===== src/rtl/alu_seq.sv =====
`default_nettype none
// ============================================================================
// alu_seq : clocked ALU with iterative MUL/DIV engines and a persistent flag
//           register tested by BRFL.
// Revision : 1.0
// ============================================================================
module alu_seq #(
  parameter int WIDTH = 32,
  parameter int CNT_W = 6
) (
  input  logic             clock,
  input  logic             reset,
  input  logic             start,
  input  logic [2:0]       alu_control,
  input  logic [5:0]       func,
  input  logic [WIDTH-1:0] data_a,
  input  logic [WIDTH-1:0] data_b,
  output logic             ready,
  output logic             out_valid,
  output logic [WIDTH-1:0] result,
  output logic [WIDTH-1:0] result_hi,
  output logic [2:0]       flag,
  output logic             branch
);

  localparam logic [2:0] c_op_addi  = 3'b000;
  localparam logic [2:0] c_op_subi  = 3'b001;
  localparam logic [2:0] c_op_typer = 3'b010;
  localparam logic [2:0] c_op_andi  = 3'b011;
  localparam logic [2:0] c_op_ori   = 3'b100;
  localparam logic [2:0] c_op_brfl  = 3'b101;
  localparam logic [2:0] c_op_cmp   = 3'b110;

  localparam logic [5:0] c_fn_add = 6'b100000;
  localparam logic [5:0] c_fn_sub = 6'b100010;
  localparam logic [5:0] c_fn_mul = 6'b000010;
  localparam logic [5:0] c_fn_div = 6'b000001;
  localparam logic [5:0] c_fn_and = 6'b100100;
  localparam logic [5:0] c_fn_or  = 6'b100101;
  localparam logic [5:0] c_fn_not = 6'b100111;

  localparam logic [2:0] c_fl_none  = 3'b000;
  localparam logic [2:0] c_fl_equal = 3'b001;
  localparam logic [2:0] c_fl_exc   = 3'b010;
  localparam logic [2:0] c_fl_ovf   = 3'b011;
  localparam logic [2:0] c_fl_unf   = 3'b100;
  localparam logic [2:0] c_fl_above = 3'b101;

  localparam logic [CNT_W-1:0] c_cnt_last = CNT_W'(WIDTH - 1);

  typedef enum logic [1:0] {
    S_IDLE = 2'd0,
    S_MUL  = 2'd1,
    S_DIV  = 2'd2
  } state_t;

  state_t           r_state;
  logic [CNT_W-1:0] r_cnt;
  logic [WIDTH-1:0] r_b;
  logic [WIDTH-1:0] r_hi;
  logic [WIDTH-1:0] r_lo;
  logic             r_valid;
  logic [WIDTH-1:0] r_result;
  logic [WIDTH-1:0] r_result_hi;
  logic [2:0]       r_flag;
  logic             r_branch;

  logic [WIDTH-1:0] w_sum;
  logic [WIDTH-1:0] w_dif;
  logic [2:0]       w_add_flag;
  logic [2:0]       w_sub_flag;
  logic [WIDTH-1:0] w_res;
  logic [WIDTH-1:0] w_res_hi;
  logic [2:0]       w_flag;
  logic             w_branch;
  logic             w_go_mul;
  logic             w_go_div;

  logic [WIDTH:0]   w_mul_sum;
  logic [WIDTH:0]   w_div_shift;
  logic             w_div_take;
  logic [WIDTH-1:0] w_div_diff;
  logic [WIDTH-1:0] w_eng_hi;
  logic [WIDTH-1:0] w_eng_lo;

  // Signed overflow detection from operand and result sign bits.
  always_comb begin
    w_sum = data_a + data_b;
    w_dif = data_a - data_b;
    w_add_flag = c_fl_none;
    w_sub_flag = c_fl_none;
    if (!data_a[WIDTH-1] && !data_b[WIDTH-1] && w_sum[WIDTH-1])
      w_add_flag = c_fl_ovf;
    else if (data_a[WIDTH-1] && data_b[WIDTH-1] && !w_sum[WIDTH-1])
      w_add_flag = c_fl_unf;
    if (!data_a[WIDTH-1] && data_b[WIDTH-1] && w_dif[WIDTH-1])
      w_sub_flag = c_fl_ovf;
    else if (data_a[WIDTH-1] && !data_b[WIDTH-1] && !w_dif[WIDTH-1])
      w_sub_flag = c_fl_unf;
  end

  always_comb begin
    w_res    = '0;
    w_res_hi = '0;
    w_flag   = r_flag;
    w_branch = r_branch;
    w_go_mul = 1'b0;
    w_go_div = 1'b0;
    case (alu_control)
      c_op_addi: begin w_res = w_sum; w_flag = w_add_flag; end
      c_op_subi: begin w_res = w_dif; w_flag = w_sub_flag; end
      c_op_andi: w_res = data_a & data_b;
      c_op_ori:  w_res = data_a | data_b;
      c_op_brfl: begin
        w_res    = r_result;
        w_res_hi = r_result_hi;
        w_branch = (r_flag == data_b[2:0]);
      end
      c_op_cmp: begin
        w_res    = r_result;
        w_res_hi = r_result_hi;
        if (data_a == data_b)     w_flag = c_fl_equal;
        else if (data_a > data_b) w_flag = c_fl_above;
        else                      w_flag = c_fl_none;
      end
      c_op_typer: begin
        case (func)
          c_fn_add: begin w_res = w_sum; w_flag = w_add_flag; end
          c_fn_sub: begin w_res = w_dif; w_flag = w_sub_flag; end
          c_fn_and: w_res = data_a & data_b;
          c_fn_or:  w_res = data_a | data_b;
          c_fn_not: w_res = ~data_a;
          c_fn_mul: w_go_mul = 1'b1;
          c_fn_div: begin
            if (data_b == '0) begin
              w_res    = '1;
              w_res_hi = data_a;
              w_flag   = c_fl_exc;
            end else begin
              w_go_div = 1'b1;
            end
          end
          default: ;
        endcase
      end
      default: ;
    endcase
  end

  // Shared engine: {r_hi, r_lo} is the product/multiplier pair for MUL and
  // the remainder/quotient-dividend pair for DIV.
  always_comb begin
    w_mul_sum   = {1'b0, r_hi} + (r_lo[0] ? {1'b0, r_b} : {(WIDTH+1){1'b0}});
    w_div_shift = {r_hi, r_lo[WIDTH-1]};
    w_div_take  = (w_div_shift >= {1'b0, r_b});
    w_div_diff  = w_div_shift[WIDTH-1:0] - r_b;
    if (r_state == S_DIV) begin
      w_eng_hi = w_div_take ? w_div_diff : w_div_shift[WIDTH-1:0];
      w_eng_lo = {r_lo[WIDTH-2:0], w_div_take};
    end else begin
      w_eng_hi = w_mul_sum[WIDTH:1];
      w_eng_lo = {w_mul_sum[0], r_lo[WIDTH-1:1]};
    end
  end

  always_ff @(posedge clock or negedge reset) begin
    if (!reset) begin
      r_state     <= S_IDLE;
      r_cnt       <= '0;
      r_b         <= '0;
      r_hi        <= '0;
      r_lo        <= '0;
      r_valid     <= 1'b0;
      r_result    <= '0;
      r_result_hi <= '0;
      r_flag      <= c_fl_none;
      r_branch    <= 1'b0;
    end else begin
      r_valid <= 1'b0;
      case (r_state)
        S_IDLE: begin
          if (start) begin
            r_cnt <= '0;
            if (w_go_mul || w_go_div) begin
              r_state <= w_go_mul ? S_MUL : S_DIV;
              r_b     <= data_b;
              r_hi    <= '0;
              r_lo    <= data_a;
            end else begin
              r_result    <= w_res;
              r_result_hi <= w_res_hi;
              r_flag      <= w_flag;
              r_branch    <= w_branch;
              r_valid     <= 1'b1;
            end
          end
        end
        S_MUL, S_DIV: begin
          r_hi <= w_eng_hi;
          r_lo <= w_eng_lo;
          if (r_cnt == c_cnt_last) begin
            r_state     <= S_IDLE;
            r_cnt       <= '0;
            r_result    <= w_eng_lo;
            r_result_hi <= w_eng_hi;
            r_flag      <= (r_state == S_MUL && w_eng_hi != '0) ? c_fl_ovf : c_fl_none;
            r_valid     <= 1'b1;
          end else begin
            r_cnt <= r_cnt + 1'b1;
          end
        end
        default: r_state <= S_IDLE;
      endcase
    end
  end

  assign ready     = (r_state == S_IDLE);
  assign out_valid = r_valid;
  assign result    = r_result;
  assign result_hi = r_result_hi;
  assign flag      = r_flag;
  assign branch    = r_branch;

endmodule
`default_nettype wire


===== config.mk =====
export PLATFORM = sky130hd
export DESIGN_NAME = alu_seq
export DESIGN_NICKNAME = d
export VERILOG_FILES = /design/src/rtl/alu_seq.sv
export SDC_FILE = /design/constraint.sdc
export NUM_CORES = 1
export LEC_CHECK = 0
export ABC_CLOCK_PERIOD_IN_PS = 5760
export BUFFER_PORTS_ARGS = -buffer_cell sky130_fd_sc_hd__buf_4
export CELL_PAD_IN_SITES_DETAIL_PLACEMENT = 0
export CELL_PAD_IN_SITES_GLOBAL_PLACEMENT = 1
export CORE_AREA = 2 2 158 314
export CTS_CLUSTER_DIAMETER = 100
export DETAILED_ROUTE_END_ITERATION = 10
export DIE_AREA = 0 0 160 316
export GPL_TIMING_DRIVEN = 0
export PLACE_DENSITY_LB_ADDON = 0.1
export REMOVE_ABC_BUFFERS = 1
export SYNTH_ARGS = -nofsm -noshare
export SYNTH_HDL_FRONTEND = slang
export SYNTH_SLANG_ARGS = --single-unit

===== constraint.sdc =====
create_clock -name clock -period 5.76 [get_ports clock]
set_input_delay 0.288 -clock clock [delete_from_list [all_inputs] [get_ports clock]]
set_output_delay 0.288 -clock clock [all_outputs]
set_load 0.05 [all_outputs]

After elaboration in Yosys (flattened, before gate mapping)
Index checks and enable logic that the tools add are counted.
Word-level totals
  register bits after elaboration: 173
  input port bits: 76
  output and inout bits: 70
Operators by class
  add/sub/neg operators: 5
  $lt $le $gt $ge: 2
  equality and inequality tests: 26
  muxes and demuxes: 55
  bitwise operators: 4
  reductions and logical operators: 28
Operator list (number)
  2-to-1 mux 32 bit: 17
  one-hot mux 32 bit (6 select lines): 2
  one-hot mux 32 bit (2 select lines): 5
  subtractor 32 bit: 2
  adder 32 x 32 -> 33 bit: 1
  >= comparator 33 x 32 -> 1 bit: 1
  adder 32 bit: 1
  AND 32 bit: 1
  equality test 32 bit: 1
  greater-than comparator 32 bit: 1
  logical NOT 32 bit: 1
  NOT 32 bit: 1
  OR 32 bit: 1
  nonzero test 32 bit: 1
  equality test 6 bit (second input constant): 5
  2-to-1 mux 3 bit: 10
  2-to-1 mux 6 bit: 2
  one-hot mux 3 bit (4 select lines): 1
  one-hot mux 6 bit (2 select lines): 1
  2-to-1 mux 2 bit: 5
  equality test 3 bit (second input constant): 3
  logical AND 1 bit: 9
  one-hot mux 3 bit (3 select lines): 1
  AND reduction 3 bit: 3
  other kinds (29): 44

Depth between registers and ports, before layout
Gate-level depths: netlist (run 1).
  word-level depth: 10
  gate-level depth with buffers: 17
  mapped depth without buffers: 15

Least setup slack after synthesis (run 1)
Ideal clock, no wire load.
  path type: register to register
  start: register r_lo[0]
  end: register r_flag[1], in the netlist flag[1]
  library setup time: 0.134 ns
  arrival: 3.577 ns
  data required time: 5.626 ns
  path slack: 2.049 ns
  cell stages (with the launch flop): 16
  clock period less this slack: 3.711 ns
  cell sequence: dfrtp_1 > clkbuf_1 > and2_1 > ha_1 > fa_1 > a21o_1 > a221oi_1 > o21a_1 > nor4b_1 > o2111ai_1 > nand2_1 > xnor2_1 > a21oi_1 > or3_1 > nor4_2 > o22ai_1
Between the ends
  word-level cells in the longest chain between the ends: 8
Ends and longest elaborated chain
  start: declaration: line 61  | logic [WIDTH-1:0] r_lo;
  start signal: assignment: line 188  | r_lo <= data_a;
  start signal: assignment: line 200  | r_lo <= w_eng_lo;
  2-to-1 mux 32 bit: line 153  | w_mul_sum = {1'b0, r_hi} + (r_lo[0] ? {1'b0, r_b} : {(WIDTH+1){1'b0}});
  adder 32 x 32 -> 33 bit: line 153
  2-to-1 mux 32 bit: line 157  | if (r_state == S_DIV) begin
  nonzero test 32 bit: line 206  | r_flag <= (r_state == S_MUL && w_eng_hi != '0) ? c_fl_ovf : c_fl_none;
  logical AND 1 bit: line 206
  2-to-1 mux 2 bit: line 206
  2-to-1 mux 3 bit: line 201  | if (r_cnt == c_cnt_last) begin
  one-hot mux 3 bit (2 select lines): line 180  | case (r_state)
  end signal: assignment: line 176  | r_flag <= c_fl_none;
  end signal: assignment: line 192  | r_flag <= w_flag;
  end signal: assignment: line 206
  end: declaration: line 65  | logic [2:0] r_flag;
Every way passes these cells. The select of a mux whose other input is x is not followed.
A chain may end at the register's enable or synchronous reset.

Final worst setup path (run 1)
Same ends and word-level chain as after synthesis.

==> metrics.txt, run 1 <==
status finished, final reports clean; Final setup viols 0; CP required 6.10 ns; critical hold path startpoint data_b[20]; largest net degree at the start of global routing 93; CTS tree done; DRT Pass-1 Iters 7; Syn. warnings 0; Peak VDD IR 0.176 mV; GRT Util Overall 32.2%; Root Buffer clkbuf_16; HPWL after DPL 63.5 mm; setup slack, reg-to-reg 0.20 ns; Distinct cells, synth 92; Levels on crit path 14; relative slew slack 5.48%; H-tree level count 4; I/O Pins 146; Lkg Pwr 9.42 nW; #FFs+latches synth 173; Critical Path Start Type register; DR WL/cell 26.4 µm; skew final 0.0158 ns; Async SR Flop Fraction 100%; Sequential Area 4330 µm²; Worst setup startpoint r_lo[0]; first-pass GRT wire length 122 mm; Final Core Density 43.7%; Die X 160 µm; drt first-iter violations 1427; vias per cell 6.22; worst slack, placed -0.332 ns; EDFF count, synth 0; Core Region 48200 µm²; post-CTS setup buffers 0; Die Area 50600 µm²; commonest cells after routing, fill and taps aside 286 x nand2_1, 232 x o21ai_0, 190 x a21oi_1; WL met3 3.24 mm; Final Max Slew Viols 0; Slowest-stage cell, CP dfrtp_2; CTS Buffer Depth 2; Syn Inst Count 2444; Max FO, Critical Path 34; Die H 316 µm; met2 WL 43.8 mm; total gr overflow 0; DRC 0; final worst path period need 5.56 ns; Setup crit end kind register; slowest cell delay on critical path 0.69 ns; row cnt 114; DR vias 19.4k; mean area per synthesized cell 7.59 µm²; Num CTS Buffers 17; cell family with most CP delay simple AND/OR/NAND/NOR gates; Cell Area, Synth 18600 µm²; multi-input logic area 13200 µm²; initial antenna violation count 1; filler instances 5077; Worst Tran Pin Value 1.40 ns; Final #Nets 2734; Most used DFF post-synth dfrtp_1; Worst Setup EP flag[1]; number of global-route vias before repair 19.7k; final std cells w/o fill 3128; post-synthesis sequential area ratio 23.3%; I/O Buffers 145; worst reg2reg startpoint r_lo[0]; area grow syn2layout 13.6%; final worst-path cycle share 96.6%; top layer in use met4; Max Cap Viol 0; cells on worst reg2reg path 14; met1 wire length 28.9 mm; Worst EP arrival 5.90 ns; Hold Fails Final Rpt 0; maximum clock frequency 180 MHz; worst setup margin 0.196 ns; WP buf/inv 0; clock-pin slew on the worst setup and hold paths 0.08 ns; RSZ-0062 raised after global routing no; antenna viol nets, final 0; placed cell count 3095; CP Cell Sequence and2_1, ha_1, fa_1, a21o_1, a221oi_2, o21a_1, nor3_1, or3_1, a21oi_1, a31oi_1, nor4bb_1, nand4_1, nor4_2, o22ai_1; Placer Congestion 0.966; worst skew pair latency 0.48 ns; Setup CP Type reg -> reg; Starting Density 38.5%; final total power 7.25 mW; Clock Sinks 173; final hold slack 0.0776 ns; share of cells above drive strength 1 10.7%; wirelength, routed 82.7 mm; worst hold path class in -> reg; Worst R2R End flag[1]; commonest non-fill, non-tap cell in the layout nand2_1; Power Density 344 nW/µm²
## per-stage QoR
| stage | setup TNS, ns | instance area (µm²) |
|---|---|---|
| CTS | 0 | 21100 |
| global route | 0 | 21100 |
| finish | 0 | 21100 |
| detailed placement | -0.663 | 20500 |
| floorplan | -34.13 | 18000 |
| global placement | -800.48 | 19800 |
## synth_stat cells (9+ instances only)
cell type / number / area, µm²
a211o_1: 9 / 78.8
a211oi_1: 21 / 158
a21o_1: 48 / 360
a21oi_1: 196 / 981
a221o_1: 24 / 240
a221oi_1: 31 / 272
a22oi_1: 36 / 270
a31oi_1: 45 / 282
and2_1: 45 / 282
and3_1: 28 / 175
buf_1: 11 / 41.3
buf_2: 13 / 65.1
clkbuf_1: 131 / 492
dfrtp_1: 173 / 4330
ha_1: 177 / 2210
inv_1: 148 / 556
mux2_2: 18 / 203
mux2i_1: 79 / 791
nand2_1: 287 / 1080
nand2b_1: 21 / 131
nand3_1: 42 / 210
nand4_1: 24 / 150
nor2_1: 184 / 691
nor2b_1: 15 / 93.8
nor3_1: 36 / 180
nor4_1: 25 / 156
o211ai_1: 28 / 210
o21a_1: 23 / 173
o21ai_0: 232 / 1160
o21bai_1: 25 / 188
o221ai_1: 27 / 236
o22ai_1: 15 / 93.8
o311ai_0: 10 / 87.6
o31ai_1: 19 / 143
or3_1: 13 / 81.3
xnor2_1: 27 / 236
xor2_1: 24 / 210
## metal layers
layer / vias to the layer above / GRT usage [%]
li1: 9028 / -
met1: 9447 / 32.7
met2: 705 / 61.1
met3: 266 / 2.99
met4: 0 / 23.4
met5: - / 0
## report_power, final
group / internal, mW / leakage, nW / switching (mW) / total, mW
registers: 1.46 / 2.14 / 0.310 / 1.77
clock network: 0.626 / 0.289 / 0.629 / 1.25
logic: 1.46 / 6.99 / 2.76 / 4.23
## logic make-up after synthesis
| group | Yosys count | synth area share (%) |
|---|---|---|
| AND/OR/NAND/NOR | 758 | 19.1 |
| flip-flops | 173 | 23.3 |
| adder cells (fa/ha/maj) | 181 | 12.4 |
| buffers and inverters | 306 | 6.32 |
| AO/OA/AOI/OAI | 877 | 31.1 |
| XOR/XNOR | 51 | 2.41 |
| multiplexers | 98 | 5.43 |
## timing repair
item                                   4_1_cts  5_1_grt
hold buffers                                 1        0
setup endpoints to repair                    2        2
pin swaps                                    0        0
endpoints found under the hold margin       91        0
gates resized for setup                      2        1
## worst reg2reg max path, stage by stage (launching register included)
cell	delay (ns)
dfrtp_2	0.69
and2_1	0.29
ha_1	0.24
fa_1	0.44
a21o_1	0.21
a221oi_2	0.58
o21a_1	0.34
nor3_1	0.08
or3_1	0.32
a21oi_1	0.28
a31oi_1	0.15
nor4bb_1	0.57
nand4_1	0.38
nor4_2	0.68
o22ai_1	0.18
## layout make-up
class	instances	area share, %
Inverter	150	2.68
Timing Repair Buffer	170	7.64
Multi-Input combinational cell	1965	62.6
Tap cell	638	3.79
Clock buffer	18	2.08
Sequential cell	173	20.5
Clock inverter	13	0.700
Antenna cell	1	0.0119
## state kept, by name, indices dropped and copies added (netlist names)
name	flops
r_b	32
r_state	2
r_cnt	6
flag	3
result_hi	32
r_hi	32
r_lo	32
branch	1
result	32
out_valid	1
## worst min path at each step
stage | end | slack [ns] | cells after the start
floorplan | branch | -0.008 | 0
global placement | result[15] | 0.47 | 2
detailed placement | r_cnt[0] | 0.39 | 1
CTS | r_b[27] | 0.06 | 3
global route | r_b[28] | 0.09 | 3
finish | r_b[20] | 0.08 | 3
No activity file was read; power rests on OpenSTA's default activity.
==> inputs of run 2 (changes only) <==
CORE_AREA = 2 2 140 278   (was 2 2 158 314)
DIE_AREA = 0 0 142 280   (was 0 0 160 316)
==> run 2 against run 1 <==
The run now ends with capacitance limit, slew limit left. Non-clock buffer count down 1. Die area down 21%. Largest power group unchanged. Clock skew down 0.0010 ns. Worst setup slack worse by 0.027 ns. Register-to-register slack worse by 0.03 ns. Utilization up 11 points. Largest cell class unchanged.
==> metrics.txt, run 2 (synthesis gave the netlist of run 1 again) <==
status finished with violations; failing checks capacitance limit, slew limit; Final Core Density 55.0% (+11 points); skew final 0.0148 ns (-0.00100 ns); Final #Nets 2733 (-0.037%); Critical Path Start Type register; final worst path period need 5.59 ns (+0.0271 ns); clock-pin slew on the worst setup and hold paths 0.09 ns (about the same); Peak VDD IR 0.258 mV (+47%); DRT Pass-1 Iters 5 (-2); Num CTS Buffers 17 (unchanged); Worst Tran Pin Value 1.55 ns (+0.148 ns); number of global-route vias before repair 19.7k (+0.30%); Die Area 39800 µm² (-21%); CP required 6.08 ns (-0.02 ns); Starting Density 49.1% (+11 points); wirelength, routed 75.5 mm (-8.7%); I/O Pins 146 (unchanged); commonest non-fill, non-tap cell in the layout nand2_1; largest net degree at the start of global routing 109 (+17%); initial antenna violation count 2 (+1); first-pass GRT wire length 113 mm (-6.9%); vias per cell 6.63 (+6.6%); Die X 142 µm (-11%); Core Region 37800 µm² (-22%); I/O Buffers 145 (unchanged); Max FO, Critical Path 34 (unchanged); Hold Fails Final Rpt 0 (unchanged); antenna viol nets, final 0 (unchanged); area grow syn2layout 12.0%; GRT Util Overall 37.6% (+5.4 points); Worst EP arrival 5.91 ns (about the same); Lkg Pwr 9.38 nW (-0.40%); drt first-iter violations 1258 (-12%); HPWL after DPL 57.6 mm (-9.3%); Setup CP Type reg -> reg; Power Density 342 nW/µm² (-0.58%); DR WL/cell 25.6 µm (-3.2%); row cnt 101 (-11%); Placer Congestion 0.958 (-0.79%); RSZ-0062 raised after global routing no; placed cell count 2919 (-5.7%); DR vias 19.6k (+0.66%); total gr overflow 0 (unchanged); Clock Sinks 173 (unchanged); maximum clock frequency 179 MHz (-0.48%); Final setup viols 0 (unchanged); share of cells above drive strength 1 10.6% (-0.12 points); Final Max Slew Viols 27 (+27); final worst-path cycle share 97.1% (+0.47 points); Max Cap Viol 1 (+1); Die H 280 µm (-11%); DRC 0 (unchanged); relative slew slack -3.50% (-9.0 points); CTS tree done; Setup crit end kind register; final std cells w/o fill 2953 (-5.6%); worst skew pair latency 0.47 ns (about the same); worst hold path class in -> reg; H-tree level count 4 (unchanged); Root Buffer clkbuf_16; CTS Buffer Depth 2 (unchanged); commonest cells after routing, fill and taps aside 286 x nand2_1, 232 x o21ai_0, 190 x a21oi_1
[run 2: cell types whose count changed in the layout (fill, tap and decap cells not counted), sizes merged]
cell,change
clkinvlp,+2
bufinv,-1
buf,-1
diode,+1
clkinv,+1
clkbuf,-1
inv,-1
[run 2: repair_timing]
action,in CTS,in global routing
gates resized for setup,1,1
endpoints found under the hold margin,65,0
cloned,0,0
hold buffers,1,0
endpoints found under the setup margin,2,2
setup buffers,0,0
[run 2: metrics by stage]
step	hold slack [ns]	setup TNS, ns	power (mW)	instance area [µm²]	setup slack, ns
finish	0.0800	0	7.11	20800	0.169
global route	0.0974	0	7.48	20800	0.182
CTS	0.0618	0	7.07	20800	0.149
detailed placement	0.257	-0.0903	5.84	20200	-0.0585
global placement	0.456	-687.41	5.77	19600	-8.59
floorplan	-0.00759	-34.13	4.45	18000	-0.619
[run 2: cell type report]
type	count	area (µm²)
multi-input combinational	1965	13200
clock buffer	17	425
clock inverter	14	150
inverter	150	566
timing repair buffer	169	1570
fill	3687	17000
sequential	173	4330
antenna	2	5.00
tap	463	579
[run 2: report_power, final]
part / switching [mW] / leakage [nW] / internal [mW]
Clock: 0.627 / 0.275 / 0.576
Sequential: 0.295 / 2.14 / 1.46
Combinational: 2.70 / 6.96 / 1.45
[run 2: per-layer routing]
| layer | vias up | GRT usage [%] | routed length (µm) |
|---|---|---|---|
| met5 | - | 0 | 0 |
| met4 | 0 | 31.2 | 7040 |
| met3 | 330 | 4.15 | 3480 |
| met2 | 856 | 67.5 | 38600 |
| met1 | 9376 | 38.5 | 26400 |
| li1 | 9013 | - | - |
[run 2: worst paths after layout]
kind	slack (ns)	cells after the start	to	start
setup reg to reg	0.17	14	flag[0]	r_lo[0]
min in group asynchronous	0.32	2	result[10]	reset
setup / recovery	0.17	14	flag[0]	r_lo[0]
hold / removal	0.08	3	r_b[18]	data_b[18]
max in group asynchronous	4.48	3	r_b[31]	reset
hold reg to reg	0.48	2	result[13]	result[13]
[run 2: critical path, stage by stage, from the launching register on]
cell and delay (ns):
dfrtp_2 0.84, and2_1 0.23, ha_1 0.23, fa_1 0.24, a21o_1 0.17, a221oi_1 0.19
o21a_1 0.32, nor4b_1 1.16, nor2_1 0.14, xor2_1 0.19, o221ai_1 0.19, nor4_1 0.31
nand4_1 0.31, nor4_2 0.71, o22ai_1 0.21
